<file path="config.mk">
export PLATFORM = sky130hd
export DESIGN_NAME = fb_swap_ctrl
export DESIGN_NICKNAME = d
export VERILOG_FILES = /design/src/rtl/fb_swap_pkg.sv /design/src/rtl/fb_swap_pick.sv /design/src/rtl/fb_swap_ctrl.sv
export SDC_FILE = /design/constraint.sdc
export NUM_CORES = 1
export LEC_CHECK = 0
export CORE_ASPECT_RATIO = 0.6
export CORE_UTILIZATION = 44
export DETAILED_ROUTE_END_ITERATION = 16
export PLACE_DENSITY = 0.8
export SYNTH_ARGS = -nofsm -noshare
export SYNTH_HDL_FRONTEND = slang
export SYNTH_HIERARCHICAL = 1
export SYNTH_SLANG_ARGS = --single-unit
export TNS_END_PERCENT = 10
</file>
<file path="constraint.sdc">
create_clock -name clk -period 2.3 [get_ports clk]
set_input_delay 0.46 -clock clk [delete_from_list [all_inputs] [get_ports clk]]
set_output_delay 0.46 -clock clk [all_outputs]
set_load 0.005 [all_outputs]
</file>
<file path="src/rtl/fb_swap_pkg.sv">
`default_nettype none
// +----------------------------------------------------------------------+
// | fb_swap_pkg : buffer state type and lowest-index search helper       |
// | Rev 1.0                                                              |
// +----------------------------------------------------------------------+
package fb_swap_pkg;

   typedef enum logic [1:0] {
      BUF_FREE    = 2'd0,
      BUF_DRAWING = 2'd1,
      BUF_READY   = 2'd2,
      BUF_SHOWING = 2'd3
   } buf_state_t;

   localparam int MAX_BUFS = 4;

   typedef struct packed {
      logic       found;
      logic [1:0] idx;
   } pick_t;

   // Walk downwards so the lowest set bit is the one that sticks.
   function automatic pick_t lowest_match(input logic [MAX_BUFS-1:0] hits);
      pick_t r;
      r = '0;
      for (int i = MAX_BUFS - 1; i >= 0; i--) begin
         if (hits[i]) begin
            r.found = 1'b1;
            r.idx   = 2'(i);
         end
      end
      return r;
   endfunction

endpackage
`default_nettype wire

</file>
<file path="src/rtl/fb_swap_pick.sv">
`default_nettype none
// +----------------------------------------------------------------------+
// | fb_swap_pick : combinational lowest-index finder for a buffer state  |
// | Rev 1.0                                                              |
// +----------------------------------------------------------------------+
module fb_swap_pick
   import fb_swap_pkg::*;
#(
   parameter  int NUM_BUFS = 3,
   localparam int IDX_W    = $clog2(NUM_BUFS)
)(
   input  buf_state_t [NUM_BUFS-1:0] states,
   input  buf_state_t                target,
   output logic                      found,
   output logic [IDX_W-1:0]          idx
);

   logic [MAX_BUFS-1:0] hits;
   pick_t               result;

   for (genvar i = 0; i < MAX_BUFS; i++) begin : g_hit
      if (i < NUM_BUFS) begin : g_live
         assign hits[i] = (states[i] == target);
      end else begin : g_pad
         assign hits[i] = 1'b0;
      end
   end

   assign result = lowest_match(hits);
   assign found  = result.found;
   assign idx    = result.idx[IDX_W-1:0];

endmodule
`default_nettype wire

</file>
<file path="src/rtl/fb_swap_ctrl.sv">
`default_nettype none
// +----------------------------------------------------------------------+
// | fb_swap_ctrl : N-way framebuffer ownership / swap controller         |
// | Optional counters: define FB_SWAP_STATS_EN.   Rev 1.0                |
// +----------------------------------------------------------------------+
module fb_swap_ctrl
   import fb_swap_pkg::*;
#(
   parameter  int                    NUM_BUFS   = 3,
   parameter  int                    ADDR_WIDTH = 20,
   parameter  logic [ADDR_WIDTH-1:0] BUF_STRIDE = 20'h20000,
   localparam int                    IDX_W      = $clog2(NUM_BUFS)
)(
   input  logic                  clk,
   input  logic                  reset_n,
   input  logic                  wr_req,
   output logic                  wr_grant,
   output logic                  wr_busy,
   output logic [IDX_W-1:0]      wr_buf,
   output logic [ADDR_WIDTH-1:0] wr_base,
   input  logic                  wr_done,
   input  logic                  frame_start,
   output logic [IDX_W-1:0]      disp_buf,
   output logic [ADDR_WIDTH-1:0] disp_base,
   output logic                  swapped
`ifdef FB_SWAP_STATS_EN
   ,
   input  logic                  stat_clr,
   output logic [15:0]           stat_dropped,
   output logic [15:0]           stat_repeats
`endif
);

   buf_state_t [NUM_BUFS-1:0] st;
   buf_state_t [NUM_BUFS-1:0] st_nxt;

   logic             free_found, ready_found, show_found;
   logic [IDX_W-1:0] free_idx, ready_idx, show_idx;
   logic             done_fire, grant_fire, have_ready, swap_fire;
   logic [IDX_W-1:0] present_idx;

   function automatic logic [ADDR_WIDTH-1:0] base_of(input logic [IDX_W-1:0] i);
      return ADDR_WIDTH'(i) * BUF_STRIDE;
   endfunction

   fb_swap_pick #(.NUM_BUFS(NUM_BUFS)) u_pick_free (
      .states (st), .target (BUF_FREE),    .found (free_found),  .idx (free_idx)
   );
   fb_swap_pick #(.NUM_BUFS(NUM_BUFS)) u_pick_ready (
      .states (st), .target (BUF_READY),   .found (ready_found), .idx (ready_idx)
   );
   fb_swap_pick #(.NUM_BUFS(NUM_BUFS)) u_pick_show (
      .states (st), .target (BUF_SHOWING), .found (show_found),  .idx (show_idx)
   );

   // Grant looks only at registered state, so a buffer freed by this
   // cycle's swap becomes grantable one cycle later.
   assign done_fire   = wr_done && wr_busy;
   assign grant_fire  = wr_req && !wr_busy && free_found;
   assign have_ready  = done_fire || ready_found;
   assign present_idx = done_fire ? wr_buf : ready_idx;
   assign swap_fire   = frame_start && have_ready;

   // Done resolves before present so a frame finished this cycle is shown now.
   always_comb begin
      st_nxt = st;
      if (done_fire) begin
         if (ready_found) begin
            st_nxt[ready_idx] = BUF_FREE;
         end
         st_nxt[wr_buf] = BUF_READY;
      end
      if (swap_fire) begin
         if (show_found) begin
            st_nxt[show_idx] = BUF_FREE;
         end
         st_nxt[present_idx] = BUF_SHOWING;
      end
      if (grant_fire) begin
         st_nxt[free_idx] = BUF_DRAWING;
      end
   end

   always_ff @(posedge clk or negedge reset_n) begin
      if (!reset_n) begin
         for (int i = 0; i < NUM_BUFS; i++) begin
            st[i] <= (i == 0) ? BUF_SHOWING : BUF_FREE;
         end
         wr_grant  <= 1'b0;
         wr_busy   <= 1'b0;
         wr_buf    <= '0;
         wr_base   <= '0;
         disp_buf  <= '0;
         disp_base <= '0;
         swapped   <= 1'b0;
      end else begin
         st       <= st_nxt;
         wr_grant <= grant_fire;
         swapped  <= swap_fire;
         if (grant_fire) begin
            wr_busy <= 1'b1;
            wr_buf  <= free_idx;
            wr_base <= base_of(free_idx);
         end else if (done_fire) begin
            wr_busy <= 1'b0;
         end
         if (swap_fire) begin
            disp_buf  <= present_idx;
            disp_base <= base_of(present_idx);
         end
      end
   end

`ifdef FB_SWAP_STATS_EN
   always_ff @(posedge clk or negedge reset_n) begin
      if (!reset_n) begin
         stat_dropped <= '0;
         stat_repeats <= '0;
      end else if (stat_clr) begin
         stat_dropped <= '0;
         stat_repeats <= '0;
      end else begin
         if (done_fire && ready_found && (stat_dropped != 16'hFFFF)) begin
            stat_dropped <= stat_dropped + 16'd1;
         end
         if (frame_start && !have_ready && (stat_repeats != 16'hFFFF)) begin
            stat_repeats <= stat_repeats + 16'd1;
         end
      end
   end
`endif

endmodule
`default_nettype wire
</file>
=== Word level (Yosys, flattened, before mapping) ===
Index checks and enable logic that the tools add are counted.

* Flip-flop bits (word level): 13
* Output and inout bits: 47
* Input bits: 5
* Logic and storage cells: 79

* Multiplexer cells: 29
* Bitwise gates (word level): 11
* Reduce and logical (&&, ||, !) cells: 15
* Equal/unequal tests: 6
* $lt $le $gt $ge: 10

{| class="wikitable"
|+ Operators with widths
! operator !! number
|-
| 2-to-1 mux 6 bit || 7
|-
| 2-to-1 mux 3 bit || 9
|-
| demux 2 bit (select 2 bit) || 5
|-
| less-than comparator 2 x 3 -> 1 bit (second input constant) || 5
|-
| bitwise AND 6 bit || 2
|-
| equality test 2 bit (second input constant) || 6
|-
| 2-to-1 mux 2 bit || 6
|-
| inverter 6 bit || 2
|-
| greater-or-equal comparator 2 x 1 -> 1 bit (second input constant) || 5
|-
| logical AND 1 bit || 9
|-
| bitwise AND 3 bit || 2
|-
| zero test 2 bit || 3
|-
| inverter 3 bit || 2
|-
| bitwise OR 3 bit || 2
|-
| bitwise OR 6 bit || 1
|-
| 2-to-1 mux 1 bit || 2
|-
| nonzero test 2 bit || 1
|-
| zero test 1 bit || 1
|-
| logical OR 1 bit || 1
|}

=== Depth between registers and ports, before layout ===
Gate-level depths: netlist (run 1).

* Depth in word-level cells: 21
* Mapped depth: 7

=== Cells and area by module ===
The synthesis (run 1) kept the hierarchy.

{| class="wikitable"
|+ By module, submodules not included
! module !! area each (µm²) !! times used !! cells each
|-
| fb_swap_ctrl || 1,037.2 || 1 || 119
|-
| fb_swap_pick || 93.8 || 3 || 13
|}

=== Worst setup path before layout (run 1) ===
OpenSTA, ideal clock, no wires.

* Kind: register -> register
* From: register st[1] (netlist bit)
* To: register st[3] (netlist bit)
* Library setup time: 0.122 ns
* Arrival time: 1.500 ns
* Slack: 0.678 ns
* Clock period less this slack: 1.622 ns
* Path buffers: 0
* Cell stages (with the launch flop): 8
* Cell sequence: dfstp_2 -> xnor2_1 -> nand2_1 -> and3b_1 -> and4b_1 -> o21ai_2 -> a21bo_1 -> a21boi_2

{| class="wikitable"
|+ RTL lines
! item !! line !! RTL
|-
| start: declaration || fb_swap_ctrl.sv:34 || <nowiki>buf_state_t [NUM_BUFS-1:0] st;</nowiki>
|-
| start signal: indexed assignment || fb_swap_ctrl.sv:87 || <nowiki>st[i] <= (i == 0) ? BUF_SHOWING : BUF_FREE;</nowiki>
|-
| start signal: assignment || fb_swap_ctrl.sv:97 || <nowiki>st <= st_nxt;</nowiki>
|}

==> impl_results.md, run 1 <==
- Post-Place Worst Slack: 433 ps
- Largest net degree at the start of global routing: 14
- GRT busiest layer: met1
- Synth Register Bits: 13
- Worst Tran Pin Value: 619 ps
- Internal reg-to-reg setup slack: 370 ps
- Critical path's top delay family: compound AO/OA/AOI/OAI gates
- Bufs and invs on worst path: 0
- DR DRC count: 0
- Worst hold start: disp_buf[0]
- ANT nets after route: 0
- Number of buffers created by CTS: 3
- Total power: 1880 uW
- Req. time, crit path: 2410 ps
- Cell area after layout: 0.00145 mm^2
- H-tree depth: 1
- Initial core utilization: 49.5%
- Vias in the first global route: 785
- Initial DRC count: 36
- Resize count post-CTS: 0
- Hold endpoint: disp_buf[0]
- Ys Warns: 6
- Hold Path Depth: 2
- Worst R2R End: st[4]
- R2R cell count: 7
- Via Count: 1007
- Avg Synthesized Cell Area: 8.35 um^2
- CTS root buffer: clkbuf_8
- WL/cell: 11.5 um
- Antenna diodes: 0
- GRT Residual Overflow: 0
- Reg2reg start: st[3]
- CP Capture Type: register
- RSZ-0062 raised after global routing: false
- Chip width: 72.7 um
- Core area: 0.00266 mm^2
- Slew HR: 58.6%
- WL final: 2630 um
- Grt met3 use: 4.78%
- Outcome: complete, no violations
- Worst-path clk slew: 60 ps
- Setup violations, final: 0
- Leak Pwr: 0.000671 uW
- Count of pins over their slew limit: 0
- Hold Crit Class: register to register
- Routability congestion estimate: 0.849
- Hpwl dp: 2090 um
- Post-Syn Instances: 158
- Final net count: 194
- I/O pin total: 52
- Worst Slack Setup Final: 372 ps
- Row count: 14
- Met2 GRT Util: 24.3%
- Final Hold Viols: 0
- Max Clock Skew: 1.45 ps
- Slowest cell on the critical path: dfrtp_1
- Sink Count: 13
- Worst EP arrival: 2040 ps
- Share of layout cells above drive strength 1: 8.51%
- Fin Setup TNS: 0 ps
- DP Area: 0.00140 mm^2
- PortBufs: 15
- Final core occ: 54.4%
- Hold Buf Count CTS: 0
- Unique masters post-synth: 35
- PD cells: 1300 mW/mm^2
- Pre-antenna DRT Iters: 4
- Post-Syn Area: 0.00132 mm^2
- First-pass GRT wire length: 3900 um
- GR Util All Layers: 17.0%
- Area of the die: 0.00323 mm^2
- Crit-path max cell delay: 540 ps
- Initial antenna violation count: 0
- Period Utilization, post-route: 83.8%
- Worst path cell trace: xnor2_1 -> nand2_2 -> a21oi_1 -> nand3b_1 -> nor2_1 -> o21ai_0 -> o211ai_1
- Final min period: 1930 ps
- Kind of start point of the critical path: register
- Vias/cell: 4.42
- Postcts setup bufs: 0
- CTS max path bufs: 2
- Worst-Skew Late Latency: 240 ps
- Max Freq: 519 MHz
- Register area share after synthesis: 24.9%
- Max_cap viols: 0
- Met1 Use GR: 25.3%
- CTS tree: yes
- Peak VDD IR: 0.000780 V
- CP Max Fanout: 7
- Chip height: 44.4 um
- WS Path Type: register to register
- Area Growth Syn to Fin: 9.87%
cells by family after synthesis:
kind of cell,count (synthesis),share of synthesized area (%)
AOI/OAI and AO/OA,27,12.7
xor gates and xnor gates,21,13.9
buffers and inverters,43,24.2
DFF,13,24.9
muxes,1,0.854
other,2,0.569
and+or+nand+nor,51,22.9
placed cells by master, fill, tap and decap left out, drive strengths merged, types with 5 or more instances in the layout:
master	n
conb	54
xnor2	21
nand2	19
clkdlybuf4s50	15
dfrtp	11
o21ai	11
nand3b	7
a21oi	7
nor2	6
nand3	5
metrics by stage:
stage,hold slack (ps),cells
after floorplan,164,210
after global placement,539,224
after detailed placement,551,224
after CTS,563,228
after global routing,583,228
final,549,228
synth_stat cells:
cell type,number,area [um^2]
and2_4,1,8.76
nand3_1,5,25.0
o21a_1,1,7.51
a21boi_0,1,7.51
nor2_1,6,22.5
o21ai_0,8,40.0
nor3b_2,1,12.5
and4bb_2,1,12.5
o21a_2,1,8.76
buf_6,1,11.3
nand4b_1,1,8.76
inv_1,2,7.51
o21ai_2,1,8.76
nand3b_1,7,52.6
o211ai_1,1,7.51
and3b_1,3,26.3
mux2_2,1,11.3
a31oi_1,1,6.26
conb_1,2,7.51
nand2_2,3,18.8
o21ai_1,2,10.0
nand2b_1,3,18.8
nand2_1,16,60.1
a21boi_2,1,11.3
nor4bb_1,1,10.0
dfrtp_1,11,275
a21boi_1,1,7.51
buf_4,40,300
a21bo_1,1,10.0
xnor2_1,21,184
dfstp_2,2,52.6
and4b_1,2,20.0
a21o_1,1,7.51
a21oi_1,7,35.0
nor3_1,1,5.00
worst max-delay path by stage:
stage                     depth (start not counted)        start  slack, ps    end
after CTS                                         7        st[3]        400  st[4]
after global placement                            5      wr_done        450  st[4]
after global routing                              7        st[3]        210  st[4]
after floorplan                                   7        st[1]        680  st[3]
final                                             7        st[3]        370  st[4]
after detailed placement                          5  frame_start        430  st[1]
worst min-delay path, delay by kind of cell, from the launching register on:
kind             cells  cell delay (ps)
AO/OA/AOI/OAI        1              100
flip-flops           1              360
AND/OR/NAND/NOR      1               50
state kept, by name, summed over array words and instances, names as in the netlist:
signal    flops
wr_grant      1
swapped       1
wr_busy       1
st            6
disp_buf      2
wr_base       2
layout make-up:
type,count,area (um^2)
multi-input cells,154,867
repair buffers,15,150
clock inverters,1,5.00
clock buffers,3,41.3
inverters,2,7.51
fillers,277,1210
flip-flops and latches,13,328
well taps,40,50.0
report_power, final:
| part | leakage (uW) | total [uW] | switching, uW | internal, uW |
|---|---|---|---|---|
| clock | 0.0000255 | 207 | 87.3 | 120 |
| sequential | 0.000156 | 533 | 175 | 358 |
| combinational | 0.000489 | 1140 | 559 | 585 |
per-layer routing:
layer / wire length (um) / part of all wire (%)
met4: 0 / 0
met3: 110 / 4.2
met1: 1350 / 51
met2: 1170 / 44
met5: 0 / 0
No activity file was read; power rests on OpenSTA's default activity.
==> run 2, diff against run 1 <==
==> constraint.sdc (replaced) <==
create_clock -name clk -period 1.85 [get_ports clk]
set_input_delay 0.37 -clock clk [delete_from_list [all_inputs] [get_ports clk]]
set_output_delay 0.37 -clock clk [all_outputs]
set_load 0.005 [all_outputs]
==> run 2 against run 1 <==
  * Sequential share of layout area fell by 1.5 points
  * Critical path type unchanged
  * First-iteration DRC count rose by 2.8%
  * Highest routed layer is now met4
  * Worst hold slack got worse by 41 ps
  * Maximum frequency rose by 6.4%
  * Global-route usage rose by 0.37 points
  * Combinational power rose by 48%
  * Critical endpoint unchanged
  * Clock-buffer cell count did not move
  * Clock power rose by 25%
  * Total power rose by 37%
==> impl_results.md, run 2 (synthesis results as in run 1) <==
- Period Utilization, post-route: 97.9% (was 83.8%)
- Filler Cell Count: 267 (was 277)
- Final Hold Viols: 0 (unchanged)
- Initial DRC count: 37 (was 36)
- Count of pins over their slew limit: 0 (unchanged)
- Worst Tran Pin Value: 620 ps (was 619 ps)
- Antenna diodes: 0 (unchanged)
- WL final: 2810 um (was 2630 um)
- Max Freq: 552 MHz (was 519 MHz)
- Final min period: 1810 ps (was 1930 ps)
- Hold Crit Class: input pin to async pin (was register to register)
- Peak VDD IR: 0.000709 V (was 0.000780 V)
- CTS tree: yes (unchanged)
- GRT Residual Overflow: 0 (unchanged)
- Worst-Skew Late Latency: 250 ps (was 240 ps)
- Initial core utilization: 49.5% (unchanged)
- GR Util All Layers: 17.3% (was 17.0%)
- Commonest non-fill, non-tap cell in the layout: conb_1 (unchanged)
- Slew HR: 58.5% (was 58.6%)
- Register with the most flip-flops: st (unchanged)
- H-tree depth: 1 (unchanged)
- Worst EP arrival: 1930 ps (was 2040 ps)
- Req. time, crit path: 1970 ps (was 2410 ps)
- DR DRC count: 0 (unchanged)
- Row count: 14 (unchanged)
- Hpwl dp: 2190 um (was 2090 um)
- Pre-antenna DRT Iters: 4 (unchanged)
- Vias in the first global route: 774 (was 785)
- PD cells: 1670 mW/mm^2 (was 1300 mW/mm^2)
- WS Path Type: register to register (unchanged)
- Chip width: 72.7 um (unchanged)
- Sink Count: 13 (unchanged)
- Kind of start point of the critical path: register (unchanged)
- Max_cap viols: 0 (unchanged)
- Leak Pwr: 0.000726 uW (was 0.000671 uW)
- Share of layout cells above drive strength 1: 15.9% (was 8.51%)
- First-pass GRT wire length: 3970 um (was 3900 um)
- Commonest non-fill, non-tap cells in the layout: conb_1 (54), xnor2_1 (19), nand2_1 (16) (was conb_1 (54), xnor2_1 (21), nand2_1 (16))
- RSZ-0062 raised after global routing: true (was false)
- Via Count: 1033 (was 1007)
- Outcome: complete, no violations (unchanged)
- CP Max Fanout: 7 (unchanged)
- Number of buffers created by CTS: 3 (unchanged)
- Chip height: 44.4 um (unchanged)
- Max reg flops: 6 (unchanged)
- WL/cell: 12.0 um (was 11.5 um)
- Worst-path clk slew: 60 ps (about the same)
- Area of the die: 0.00323 mm^2 (unchanged)
- I/O pin total: 52 (unchanged)
- ANT nets after route: 0 (unchanged)
- CTS root buffer: clkbuf_8 (unchanged)
- Placed Cells: 228 (was 224)
- Final core occ: 58.3% (was 54.4%)
- CTS max path bufs: 2 (unchanged)
- Max Clock Skew: 9.47 ps (was 1.45 ps)
- Top Registers: st (6), disp_buf (2), wr_base (2) (unchanged)
- Core area: 0.00266 mm^2 (unchanged)
- Routability congestion estimate: 0.831 (was 0.849)
- Final net count: 201 (was 194)
- Initial antenna violation count: 0 (unchanged)
- Finished Layout Cells: 235 (was 228)
- PortBufs: 15 (unchanged)
- Setup violations, final: 0 (unchanged)
- Total power: 2590 uW (was 1880 uW)
- CP Capture Type: register (unchanged)
- Vias/cell: 4.40 (was 4.42)
- Largest net degree at the start of global routing: 14 (unchanged)
- Area Growth Syn to Fin: 17.7% (was 9.87%)
-- run 2: changes by cell type in the layout (fill, tap and decap cells not counted), sizes merged --
| cell | change |
|---|---|
| buf | +7 |
-- run 2: routing by layer --
layer	global-route usage (%)	up-vias	wire length [um]
li1	-	509	-
met1	26.3	485	1370
met2	22.2	37	1250
met3	5.92	2	170
met4	5.88	0	15
met5	0	-	0
-- run 2: cell type report --
cell class                      instances  area, um^2  area share (%)
Multi-Input combinational cell        154         918            59.1
Clock buffer                            3        41.3            2.66
Clock inverter                          1        5.00           0.322
Tap cell                               40        50.0            3.22
Sequential cell                        13         328            21.1
Inverter                                2        7.51           0.483
Timing Repair Buffer                   22         203            13.1
-- run 2: what timing repair did --
item,4_1_cts,5_1_grt
endpoints found under the hold margin,0,0
endpoints found under the setup margin,1,6
gates resized for setup,1,15
buffers inserted,0,3
pin swaps,0,4
hold buffers,0,0
-- run 2: power breakdown --
group | leakage, uW | internal [uW] | switching (uW)
clock | 0.0000255 | 149 | 110
combinational | 0.000544 | 886 | 799
sequential | 0.000156 | 445 | 199
total | 0.000726 | 1480 | 1110
-- run 2: critical path, cell delays in order, from the launching register on --
cell and delay (ps):
dfstp_2 630, xnor2_1 140, nand2_1 90, and3b_2 260, nand3b_1 160, nor2_1 60, o21ai_1 200, o211ai_1 140
-- run 2: metrics by stage --
step / setup TNS (ps) / hold slack, ps / cell area [um^2] / setup WS (ps)
CTS: 0 / 526 / 1480 / 25.0
global placement: 0 / 537 / 1430 / 54.9
detailed placement: 0 / 570 / 1430 / 8.59
floorplan: 0 / 74.4 / 1510 / 228
finish: 0 / 509 / 1550 / 38.4
global route: -165 / 578 / 1550 / -49.3
-- run 2: path summary, 6_finish.rpt --
path	start	to	slack, ps	cells past startpoint
worst max-delay path	st[1]	st[4]	40	7
worst min-delay path	reset_n	wr_busy	510	1
worst max register to register	st[1]	st[4]	40	7
worst min register to register	disp_buf[0]	disp_buf[0]	570	2
max in group asynchronous	reset_n	disp_buf[1]	930	1
min in group clk	disp_buf[0]	disp_buf[0]	570	2
==> run 3, diff against run 2 <==
--- a/config.mk
+++ b/config.mk
@@ -9,6 +9,7 @@
 export CORE_UTILIZATION = 44
 export DETAILED_ROUTE_END_ITERATION = 16
 export PLACE_DENSITY = 0.8
+export RECOVER_POWER = 50
 export SYNTH_ARGS = -nofsm -noshare
 export SYNTH_HDL_FRONTEND = slang
 export SYNTH_HIERARCHICAL = 1
==> run 3 against run 2 <==
  * Clock-buffer cell count unchanged
  * Global-route usage stayed put
  * Core utilization is the same
  * Clock skew unchanged
  * Sequential cell count is the same
  * Combinational power barely moved
  * Clock power hardly changed
  * Cell count unchanged
==> impl_results.md, run 3 (synthesis results as in run 1) <==
- Outcome: complete, no violations (unchanged)
- Kind of start point of the critical path: register (unchanged)
- Count of pins over their slew limit: 0 (unchanged)
- PD cells: 1660 mW/mm^2 (was 1670 mW/mm^2)
- H-tree depth: 1 (unchanged)
- Worst-Skew Late Latency: 250 ps (about the same)
- Commonest non-fill, non-tap cell in the layout: conb_1 (unchanged)
- Setup violations, final: 0 (unchanged)
- Initial core utilization: 49.5% (unchanged)
- Cell area after layout: 0.00155 mm^2 (unchanged)
- GRT Residual Overflow: 0 (unchanged)
- Number of buffers created by CTS: 3 (unchanged)
- CTS max path bufs: 2 (unchanged)
- Area Growth Syn to Fin: 17.7% (unchanged)
- Worst R2R End: st[4] (unchanged)
- Hold endpoint: disp_buf[0]
- Hold Buf Count CTS: 0 (unchanged)
- Req. time, crit path: 1970 ps (about the same)
- Final net count: 201 (unchanged)
- Leak Pwr: 0.000730 uW (was 0.000726 uW)
- Chip height: 44.4 um (unchanged)
- Internal reg-to-reg setup slack: 40 ps (about the same)
- I/O pin total: 52 (unchanged)
- Top Registers: st (6), disp_buf (2), wr_base (2) (unchanged)
- DP Area: 0.00143 mm^2 (unchanged)
- Largest net degree at the start of global routing: 14 (unchanged)
- Sw Ratio: 42.9% (was 42.8%)
- Initial antenna violation count: 0 (unchanged)
- Area of the die: 0.00323 mm^2 (unchanged)
- Period Utilization, post-route: 97.9% (unchanged)
- Vias in the first global route: 774 (unchanged)
- Register with the most flip-flops: st (unchanged)
- Logic pwr share: 65.0% (was 65.1%)
- Finished Layout Cells: 235 (unchanged)
- Slew HR: 58.1% (was 58.5%)
- Max Clock Skew: 9.47 ps (unchanged)
- RSZ-0062 raised after global routing: true (unchanged)
- Hold Crit Class: register to register (was input pin to async pin)
- Int Pwr: 1470 uW (was 1480 uW)
- Worst hold start: disp_buf[0]
- Worst Tran Pin Value: 626 ps (was 620 ps)
- ANT nets after route: 0 (unchanged)
- Hpwl dp: 2190 um (unchanged)
- Row count: 14 (unchanged)
- NetSw: 1110 uW (about the same)
- Pre-antenna DRT Iters: 4 (unchanged)
- WS Path Type: register to register (unchanged)
- WL final: 2810 um (about the same)
- Fin Setup TNS: 0 ps (unchanged)
- GR Util All Layers: 17.3% (unchanged)
- Initial DRC count: 37 (unchanged)
- Share of layout cells above drive strength 1: 15.9% (unchanged)
- Placed Cells: 228 (unchanged)
- Final core occ: 58.3% (unchanged)
- WL/cell: 11.9 um (was 12.0 um)
- Vias/cell: 4.40 (unchanged)
- Worst-path clk slew: 60 ps (about the same)
- Commonest non-fill, non-tap cells in the layout: conb_1 (54), xnor2_1 (19), nand2_1 (16) (unchanged)
- Reg2reg start: st[1] (unchanged)
- Core area: 0.00266 mm^2 (unchanged)
- Max reg flops: 6 (unchanged)
- Sink Count: 13 (unchanged)
- R2R cell count: 7 (unchanged)
- First-pass GRT wire length: 3970 um (unchanged)
- Final min period: 1810 ps (unchanged)
- CTS root buffer: clkbuf_8 (unchanged)
- DR DRC count: 0 (unchanged)
- Max Freq: 552 MHz (unchanged)
- Final Hold Viols: 0 (unchanged)
- Via Count: 1033 (unchanged)
- Power share of the clock group: 10.0% (about the same)
- Peak VDD IR: 0.000706 V (was 0.000709 V)
- Hold Path Depth: 2
- CTS tree: yes (unchanged)
- CP Capture Type: register (unchanged)
- Worst EP arrival: 1930 ps (about the same)
- Routability congestion estimate: 0.831 (unchanged)
- PortBufs: 15 (unchanged)
- Antenna diodes: 0 (unchanged)
- Max_cap viols: 0 (unchanged)
- Sequential share of power: 24.9% (about the same)
- Final hold slack: 571 ps (was 509 ps)
- CP Max Fanout: 7 (unchanged)
- Chip width: 72.7 um (unchanged)
## run 3: how the worst max path moves through the flow
stage / startpoint / endpoint / cells past startpoint
detailed placement: st[0] / st[4] / 7
global placement: st[1] / st[1] / 7
floorplan: st[1] / st[3] / 7
global route: st[1] / st[1] / 7
finish: st[1] / st[4] / 7
CTS: st[1] / st[0] / 7
## run 3: area by class of cell
cell class              instances  area, um^2
clock buffers                   3        41.3
clock inverters                 1        5.00
fillers                       267        1110
inverters                       2        7.51
multi-input cells             154         918
flip-flops and latches         13         328
well taps                      40        50.0
repair buffers                 22         203
## run 3: what timing repair did
item,4_1_cts,5_1_grt
hold endpoints to repair,0,0
gates resized for setup,1,15
buffers inserted,0,3
setup endpoints to repair,1,6
pin swaps,0,4
## run 3: power by group through the flow
| stage | clock network (uW) | logic (uW) | registers, uW |
|---|---|---|---|
| floorplan | 0 | 1100 | 623 |
| global placement | 0 | 1440 | 640 |
| detailed placement | 0 | 1470 | 650 |
| CTS | 263 | 1480 | 645 |
| global route | 283 | 1830 | 667 |
| finish | 259 | 1680 | 643 |
## run 3: routing by layer
layer / track usage, % / wire, um / up-vias / share of wire (%)
li1: - / - / 509 / -
met1: 26.3 / 1370 / 485 / 49
met2: 22.2 / 1250 / 37 / 44
met3: 5.92 / 171 / 2 / 6.1
met4: 5.88 / 15 / 0 / 0.53
met5: 0 / 0 / - / 0
## run 3: worst max-delay path, cell delays in order (launching register included)
cell	delay (ps)
dfstp_2	630
xnor2_1	140
nand2_1	90
and3b_2	260
nand3b_1	160
nor2_1	60
o21ai_1	200
o211ai_1	140
## run 3: metrics by stage
stage               power (uW)  setup WS (ps)
floorplan                 1720            228
global placement          2080           54.9
detailed placement        2120           8.59
CTS                       2380           25.0
global route              2770          -49.3
finish                    2580           38.4
